**src/rtl/pipeline_pkg.sv**
```systemverilog
// Shared definitions for the MIPS pipeline front end: fetch FSM states and
// the reset-time constants used by the fetch stage.
package pipeline_pkg;

  localparam logic [31:0] DEFAULT_NOP_INSTR = 32'h0000_0000;  // sll $0,$0,0
  localparam logic [31:0] DEFAULT_RESET_PC  = 32'h0000_0000;

  typedef enum logic [1:0] {
    REQ,
    WAIT,
    HOLD
  } fetch_state_t;

  function automatic logic [31:0] word_align(input logic [31:0] addr);
    return {addr[31:2], 2'b00};
  endfunction

endpackage

```
**src/rtl/if_id_reg.sv**
```systemverilog
// IF/ID pipeline register: instruction, PC+4 and valid bit (65 bits) with
// write-enable, flush and bubble-load control.
module if_id_reg import pipeline_pkg::*; #(
  parameter logic [31:0] BUBBLE = DEFAULT_NOP_INSTR
) (
  input  logic        clk,
  input  logic        reset,
  input  logic        write_en,
  input  logic        flush,
  input  logic        bubble,
  input  logic [31:0] next_instr,
  input  logic [31:0] next_pc4,
  output logic [31:0] instr,
  output logic [31:0] pc4,
  output logic        valid
);

  logic [31:0] instr_q, pc4_q;
  logic        valid_q;

  // Flush wins over write_en; a bubble keeps the previous PC+4.
  always_ff @(posedge clk) begin
    if (reset) begin
      instr_q <= BUBBLE;
      pc4_q   <= 32'h0;
      valid_q <= 1'b0;
    end else if (flush || (write_en && bubble)) begin
      instr_q <= BUBBLE;
      valid_q <= 1'b0;
    end else if (write_en) begin
      instr_q <= next_instr;
      pc4_q   <= next_pc4;
      valid_q <= 1'b1;
    end
  end

  assign instr = instr_q;
  assign pc4   = pc4_q;
  assign valid = valid_q;

endmodule

```
**src/rtl/fetch_stage.sv**
```systemverilog
// Instruction fetch stage: owns the PC, keeps one request outstanding to a
// variable-latency instruction memory and feeds the IF/ID register.
module fetch_stage import pipeline_pkg::*; #(
  parameter logic [31:0] RESET_PC  = DEFAULT_RESET_PC,
  parameter logic [31:0] NOP_INSTR = DEFAULT_NOP_INSTR
) (
  input  logic        clk,
  input  logic        reset,
  input  logic        ID_Write,
  input  logic        redirect_valid,
  input  logic [31:0] redirect_pc,
  output logic        imem_req,
  output logic [31:0] imem_addr,
  input  logic        imem_ready,
  input  logic        imem_rvalid,
  input  logic [31:0] imem_rdata,
  output logic [31:0] ID_Instr,
  output logic [31:0] ID_PC4,
  output logic        ID_valid
);

  fetch_state_t state_q, state_d;
  logic [31:0]  pc_q, pc_d, skid_q, skid_d, pc_plus4, ifid_instr;
  logic         kill_q, kill_d, ifid_load;

  assign pc_plus4  = pc_q + 32'd4;
  assign imem_req  = (state_q == REQ) && !reset;
  assign imem_addr = pc_q;

  always_ff @(posedge clk) begin
    if (reset) begin
      state_q <= REQ;
      pc_q    <= RESET_PC;
      kill_q  <= 1'b0;
      skid_q  <= 32'h0;
    end else begin
      state_q <= state_d;
      pc_q    <= pc_d;
      kill_q  <= kill_d;
      skid_q  <= skid_d;
    end
  end

  always_comb begin
    state_d    = state_q;
    pc_d       = pc_q;
    kill_d     = kill_q;
    skid_d     = skid_q;
    ifid_load  = 1'b0;
    ifid_instr = imem_rdata;
    unique case (state_q)
      REQ: begin
        if (imem_ready) begin
          state_d = WAIT;
          // Request already accepted at the old PC: its response must die.
          kill_d  = redirect_valid;
        end
      end
      WAIT: begin
        if (imem_rvalid) begin
          if (kill_q || redirect_valid) begin
            kill_d  = 1'b0;
            state_d = REQ;
          end else if (ID_Write) begin
            ifid_load = 1'b1;
            pc_d      = pc_plus4;
            state_d   = REQ;
          end else begin
            skid_d  = imem_rdata;
            state_d = HOLD;
          end
        end else if (redirect_valid) begin
          kill_d = 1'b1;
        end
      end
      HOLD: begin
        if (redirect_valid) begin
          state_d = REQ;
        end else if (ID_Write) begin
          ifid_load  = 1'b1;
          ifid_instr = skid_q;
          pc_d       = pc_plus4;
          state_d    = REQ;
        end
      end
      default: state_d = REQ;
    endcase
    if (redirect_valid) pc_d = word_align(redirect_pc);
  end

  if_id_reg #(
    .BUBBLE(NOP_INSTR)
  ) u_if_id_reg (
    .clk       (clk),
    .reset     (reset),
    .write_en  (ID_Write),
    .flush     (redirect_valid),
    .bubble    (!ifid_load),
    .next_instr(ifid_instr),
    .next_pc4  (pc_plus4),
    .instr     (ID_Instr),
    .pc4       (ID_PC4),
    .valid     (ID_valid)
  );

endmodule

```
**config.mk**
```make
export PLATFORM = sky130hd
export DESIGN_NAME = fetch_stage
export DESIGN_NICKNAME = d
export VERILOG_FILES = /design/src/rtl/pipeline_pkg.sv /design/src/rtl/if_id_reg.sv /design/src/rtl/fetch_stage.sv
export SDC_FILE = /design/constraint.sdc
export NUM_CORES = 1
export LEC_CHECK = 0
export BUFFER_PORTS_ARGS = -buffer_cell sky130_fd_sc_hd__buf_2
export CORE_MARGIN = 8
export CORE_UTILIZATION = 28
export CTS_BUF_LIST = sky130_fd_sc_hd__clkbuf_8 sky130_fd_sc_hd__clkbuf_16
export DETAILED_ROUTE_END_ITERATION = 10
export HOLD_SLACK_MARGIN = 0.08
export PLACE_DENSITY = 0.6
export SYNTH_ARGS = -nofsm -noshare
export SYNTH_HDL_FRONTEND = slang
export SYNTH_SLANG_ARGS = --single-unit
```
**constraint.sdc**
```tcl
create_clock -name clk -period 2.1 [get_ports clk]
set_input_delay 0.105 -clock clk [delete_from_list [all_inputs] [get_ports clk]]
set_output_delay 0.105 -clock clk [all_outputs]
set_load 0.02 [all_outputs]
```
==> Word level (Yosys, flattened, before mapping) <==
Index checks and enable logic that the tools add are counted.
{ "op_classes": {"eq_ne": 9, "n_reduce_logical": 18, "muxes": 24, "addsub": 1, "n_bitwise": 3} }
{ "op_table": {"columns": ["cell", "n"], "rows": [
  ["32-bit two-way mux", 6],
  ["32-bit case mux with 2 select lines", 1],
  ["32-bit by 3-bit adder with 32-bit output, second input constant", 1],
  ["2-bit two-way mux", 6],
  ["3-bit != test, second input constant", 4],
  ["3-bit AND reduction", 3],
  ["1-bit two-way mux", 8],
  ["4-bit AND reduction", 2],
  ["2-bit != test, second input constant", 3],
  ["2-bit case mux with 3 select lines", 1],
  ["1-bit case mux with 2 select lines", 2],
  ["2-bit nonzero test", 2],
  ["2-bit OR reduction", 2],
  ["1-bit inverter", 3],
  ["3-bit nonzero test", 1],
  ["2-bit by 1-bit == test with 1-bit output, second input constant", 1],
  ["2-bit == test, second input constant", 1],
  ["1-bit logical AND", 2],
  ["1-bit zero test", 2],
  ["2-bit zero test", 1],
  ["1-bit logical OR", 2],
  ["2-bit AND reduction", 1]
]} }
{ "totals": {"output_inout_bits": 98, "in_bits": 70, "word_cells": 63, "reg_bits": 132} }

==> Depth between registers and ports, before layout <==
{ "depth": {"depth_word": 9, "mapped_depth": 10, "mapped_depth_nobuf": 6} }

==> Cells and area by module <==
A second synthesis with hierarchy kept.
{ "unflattened": {"hier_cells": 800, "area_unflattened_um2": 6860.3} }
{ "modules_own_cells": {"columns": ["mod", "seq_area_each_um2", "cells_per_inst", "area_each_um2", "n_inst"], "rows": [
  ["fetch_stage", 1301.2, 514, 4046.4, 1],
  ["if_id_reg", 1301.2, 286, 2813.9, 1]
]} }

==> Worst setup path before layout <==
No wires, ideal clock.
{ "synth_timing": {"kind": "reg2reg", "startpoint": "register pc_q[2] (netlist: imem_addr[2])", "endpoint": "register u_if_id_reg.pc4_q[26] (netlist: u_if_id_reg.pc4[26])", "path_slack_ps": -318, "period_less_slack_ps": 2418, "path_stages_with_launch": 7, "arrival_time_ps": 2327, "path_buffers": 1, "required_ps": 2009, "setup_time_ps": 91, "path_cell_list": "dfxtp_1 > ha_1 > nand3_1 > or4_4 > buf_6 > or4_1 > a311oi_1"} }
{ "synth_between": {"elab_chain_cells": 1} }
{ "synth_lines": {"columns": ["item", "line_no", "rtl"], "rows": [
  ["start, declared", "fetch_stage.sv:23", "logic [31:0] pc_q, pc_d, skid_q, skid_d, pc_plus4, ifid_instr;"],
  ["start signal, assigned", "fetch_stage.sv:38", "pc_q <= pc_d;"],
  ["32-bit by 3-bit adder with 32-bit output", "fetch_stage.sv:26", "assign pc_plus4 = pc_q + 32'd4;"],
  ["end signal, assigned", "if_id_reg.sv:32", "pc4_q <= next_pc4;"],
  ["end, declared", "if_id_reg.sv:18", "logic [31:0] instr_q, pc4_q;"]
]} }
No other way between the ends.
A chain may end at the register's enable or synchronous reset.

==> Final worst setup path <==
{ "layout_timing": {"startpoint": "register pc_q[3] (netlist: imem_addr[3])", "endpoint": "register u_if_id_reg.pc4_q[24] (netlist: u_if_id_reg.pc4[24])"} }
Same word-level chain as after synthesis.

==> results.sh <==
export IMPL_yosys_top_cells_count="dfxtp_1 (128), nor2_1 (95), nand2_1 (84)"
export IMPL_grt_use_met2_pct=24.9
export IMPL_syn_cell_area_mm2=0.00613
export IMPL_layout_nets=1057
export IMPL_fin_crit_ns=2.06
export IMPL_cts_max_path_buffers=2
export IMPL_drt_first_pass_iters=4
export IMPL_grt_total_usage_pct=15.6
export IMPL_hold_path_class="input port to register"
export IMPL_timing_slew_headroom_pct=61.9
export IMPL_swShare_pct=26.8
export IMPL_drtIter0Drc=312
export IMPL_drc=0
export IMPL_top_usage_layer="met2"
export IMPL_pre_cts_ws_ns=-0.0118
export IMPL_ys_seq_area_share_pct=41.8
export IMPL_rr_startpoint="imem_addr[3]"
export IMPL_hp_start="imem_rvalid"
export IMPL_r2r_end="u_if_id_reg.pc4[24]"
export IMPL_syn_instance_count=728
export IMPL_pwr_share_clk_pct=46.5
export IMPL_die_w_um=164
export IMPL_antenna_found_initial=2
export IMPL_htree_levels=4
export IMPL_holdPathStages=4
export IMPL_rows=54
export IMPL_max_cap_viol_count=0
export IMPL_root_buffer="clkbuf_16"
export IMPL_static_leakage_power_nw=3.72
export IMPL_synth_top_area_share_pct=41.8
export IMPL_core_mm2=0.0217
export IMPL_ys_ff_latch=128
export IMPL_synth_warning_count=0
export IMPL_min_period_over_period_pct=98.3
export IMPL_ff2ff_setup_slack_ns=0.04
export IMPL_wl_per_cell_um=16.6
export IMPL_internal_power_mw=4.83
export IMPL_place_congestion=0.822
export IMPL_cp_required_ns=2.44
export IMPL_area_growth_pct=47.7
export IMPL_multi_input_area_mm2=0.00337
export IMPL_drive_above_1_share_pct=31.1
export IMPL_netlist_top_cells_area="dfxtp_1 (42%), a211oi_1 (7.0%), nor2_1 (5.8%), mux2i_1 (5.7%), nand2_1 (5.1%)"
export IMPL_power_share_combinational_pct=14.4
export IMPL_worstSetupPathType="register to register"
export IMPL_layout_setup_ws_ns=0.0363
export IMPL_seqCellArea_mm2=0.00258
export IMPL_dpl_hpwl_um=14800
export IMPL_ff2ff_path_depth=5
export IMPL_worst_slew_pin_slew_ns=0.571
export IMPL_p_per_area_mw_per_mm2=730
export IMPL_grt_max_degree=57
export IMPL_setup_viol=0
export IMPL_io_buffers=161
export IMPL_ys_flop_type="dfxtp_1"
export IMPL_worstPathArrival_ns=2.40
export IMPL_crit_path_start_kind="register"
export IMPL_p_switching_mw=1.77
export IMPL_initial_core_util_pct=28.3
export IMPL_synth_area_leader_cell="dfxtp_1"
export IMPL_critPathCaptureType="register"
export IMPL_die_h_um=164
export IMPL_use_met3_pct=5.26
export IMPL_seqPwrFrac_pct=39.1
export IMPL_clock_sinks=128
export IMPL_finClkSkew_ns=0.0120
export IMPL_path_max_fanout=20
export IMPL_outcome="finished, final reports clean"
export IMPL_synth_most_common_cell="dfxtp_1"
export IMPL_cts_buffers=17
export IMPL_path_clk_slew_ns=0.07
export IMPL_fmax_mhz=485
export IMPL_dieArea_mm2=0.0269
export IMPL_worst_hold_slack_ns=0.130
export IMPL_cts_tree="done"
export IMPL_grt_pass1_wl_um=33600
export IMPL_synth_cell_types=58
export IMPL_routed_wl_um=21100
export IMPL_grt_setup_unrepaired="yes"
export IMPL_synth_edff_count=0
export IMPL_insertion_delay_ns=0.42
export IMPL_synth_async_reset_ratio_pct=0
export IMPL_hold_viol=0
export IMPL_antenna_cells=0
export IMPL_overflow=0
export IMPL_fillers=2143
export IMPL_grt_pass1_vias=6343
export IMPL_ir_drop_mv=0.542
export IMPL_io_pins=168
export IMPL_viasPerCell=4.99
export IMPL_ant_nets=0
export IMPL_vias=6356
export IMPL_min_to="kill_q"
export IMPL_syn_avg_cell_area_um2=8.42
export IMPL_final_max_slew_viol_count=0
export IMPL_met1_usage_pct=19.5
-- placed cells by master (no fill, tap or decap), types with 4 or more instances in the layout --
cell type,netlist,layout
nand2_1,84,83
a311oi_1,26,17
dfxtp_2,0,10
or4_1,17,16
a21oi_1,35,35
o31ai_1,16,16
nor2_1,95,95
o21ai_0,16,16
nand4_1,10,10
nor2b_1,5,4
a211oi_1,57,57
inv_1,7,8
and3_1,8,8
clkinvlp_4,0,6
nand3_1,15,13
xnor2_1,14,14
nor4_1,7,7
nor3_1,6,6
xor2_1,6,6
buf_4,4,71
o211ai_1,4,4
conb_1,1,4
dfxtp_1,128,116
clkbuf_16,0,17
a311oi_2,0,9
mux2i_1,35,35
or3_1,14,14
buf_12,0,7
buf_2,3,160
a32oi_1,4,4
dlygate4sd3_1,0,64
-- cell families after synthesis --
logic type,count (synthesis),share of synthesized area (%)
simple gates,278,21.8
compound gates,184,21.7
flops,128,41.8
buf+inv,78,5.23
mux,35,5.72
xor+xnor,20,2.86
fa+ha+maj,4,0.817
other cells,1,0.0612
-- area by class of cell --
type / count / area share [%]
multi-input cells: 525 / 37.2
flip-flops and latches: 128 / 28.5
repair buffers: 302 / 23.4
clock buffers: 18 / 4.85
well taps: 280 / 3.87
clock inverters: 13 / 1.82
inverters: 9 / 0.373
-- worst max path at each step --
stage / startpoint / to / depth (start not counted)
after global placement: imem_addr[3] / u_if_id_reg.pc4[24] / 5
after global routing: imem_addr[12] / u_if_id_reg.pc4[24] / 4
after detailed placement: state_q[1] / imem_addr[30] / 6
after floorplan: imem_addr[2] / u_if_id_reg.pc4[26] / 6
final: imem_addr[3] / u_if_id_reg.pc4[24] / 5
after CTS: state_q[1] / imem_addr[30] / 6
-- sequential cells by signal, indices dropped and copies added (netlist names) --
name,cells
state_q,2
u_if_id_reg.pc4,30
imem_addr,30
kill_q,1
u_if_id_reg.instr,32
u_if_id_reg.valid,1
skid_q,32
-- metrics by stage --
stage,area (µm²),std cells,power (mW),util [%],TNS [ns]
after floorplan,6190,731,3.12,-,-0.0231
after global placement,7690,1175,3.48,35.5,0
after detailed placement,7690,1175,3.49,35.5,-0.0118
after CTS,8930,1270,6.64,41.2,0
after global routing,9050,1275,6.86,41.8,-0.0777
final,9050,1275,6.61,41.8,0
-- worst max-delay path: stages (launching register included) --
cell and delay [ns]:
dfxtp_4 0.36, ha_4 0.13, nand3_2 0.07, or4_4 0.61, or4_1 0.55, a311oi_2 0.25
-- power by group through the flow --
stage | sequential [mW] | combinational [mW] | clock (mW)
after floorplan | 2.73 | 0.386 | 0
after global placement | 2.63 | 0.843 | 0
after detailed placement | 2.63 | 0.850 | 0
after CTS | 2.58 | 0.946 | 3.12
after global routing | 2.59 | 1.04 | 3.23
final | 2.58 | 0.954 | 3.07
-- what timing repair did --
item                       in CTS  in global routing
setup endpoints to repair       1                 15
resized for setup               1                 20
hold buffers                   64                  0
pin swaps                       0                  7
buffers inserted                0                  5
hold endpoints to repair       95                  0
-- metal layers --
metal	vias to the layer above	wire (µm)
met5	-	27
met4	4	337
met3	30	1650
met2	199	9600
met1	2925	9510
li1	3198	-
Note: power is estimated with default switching activity, not from simulation.
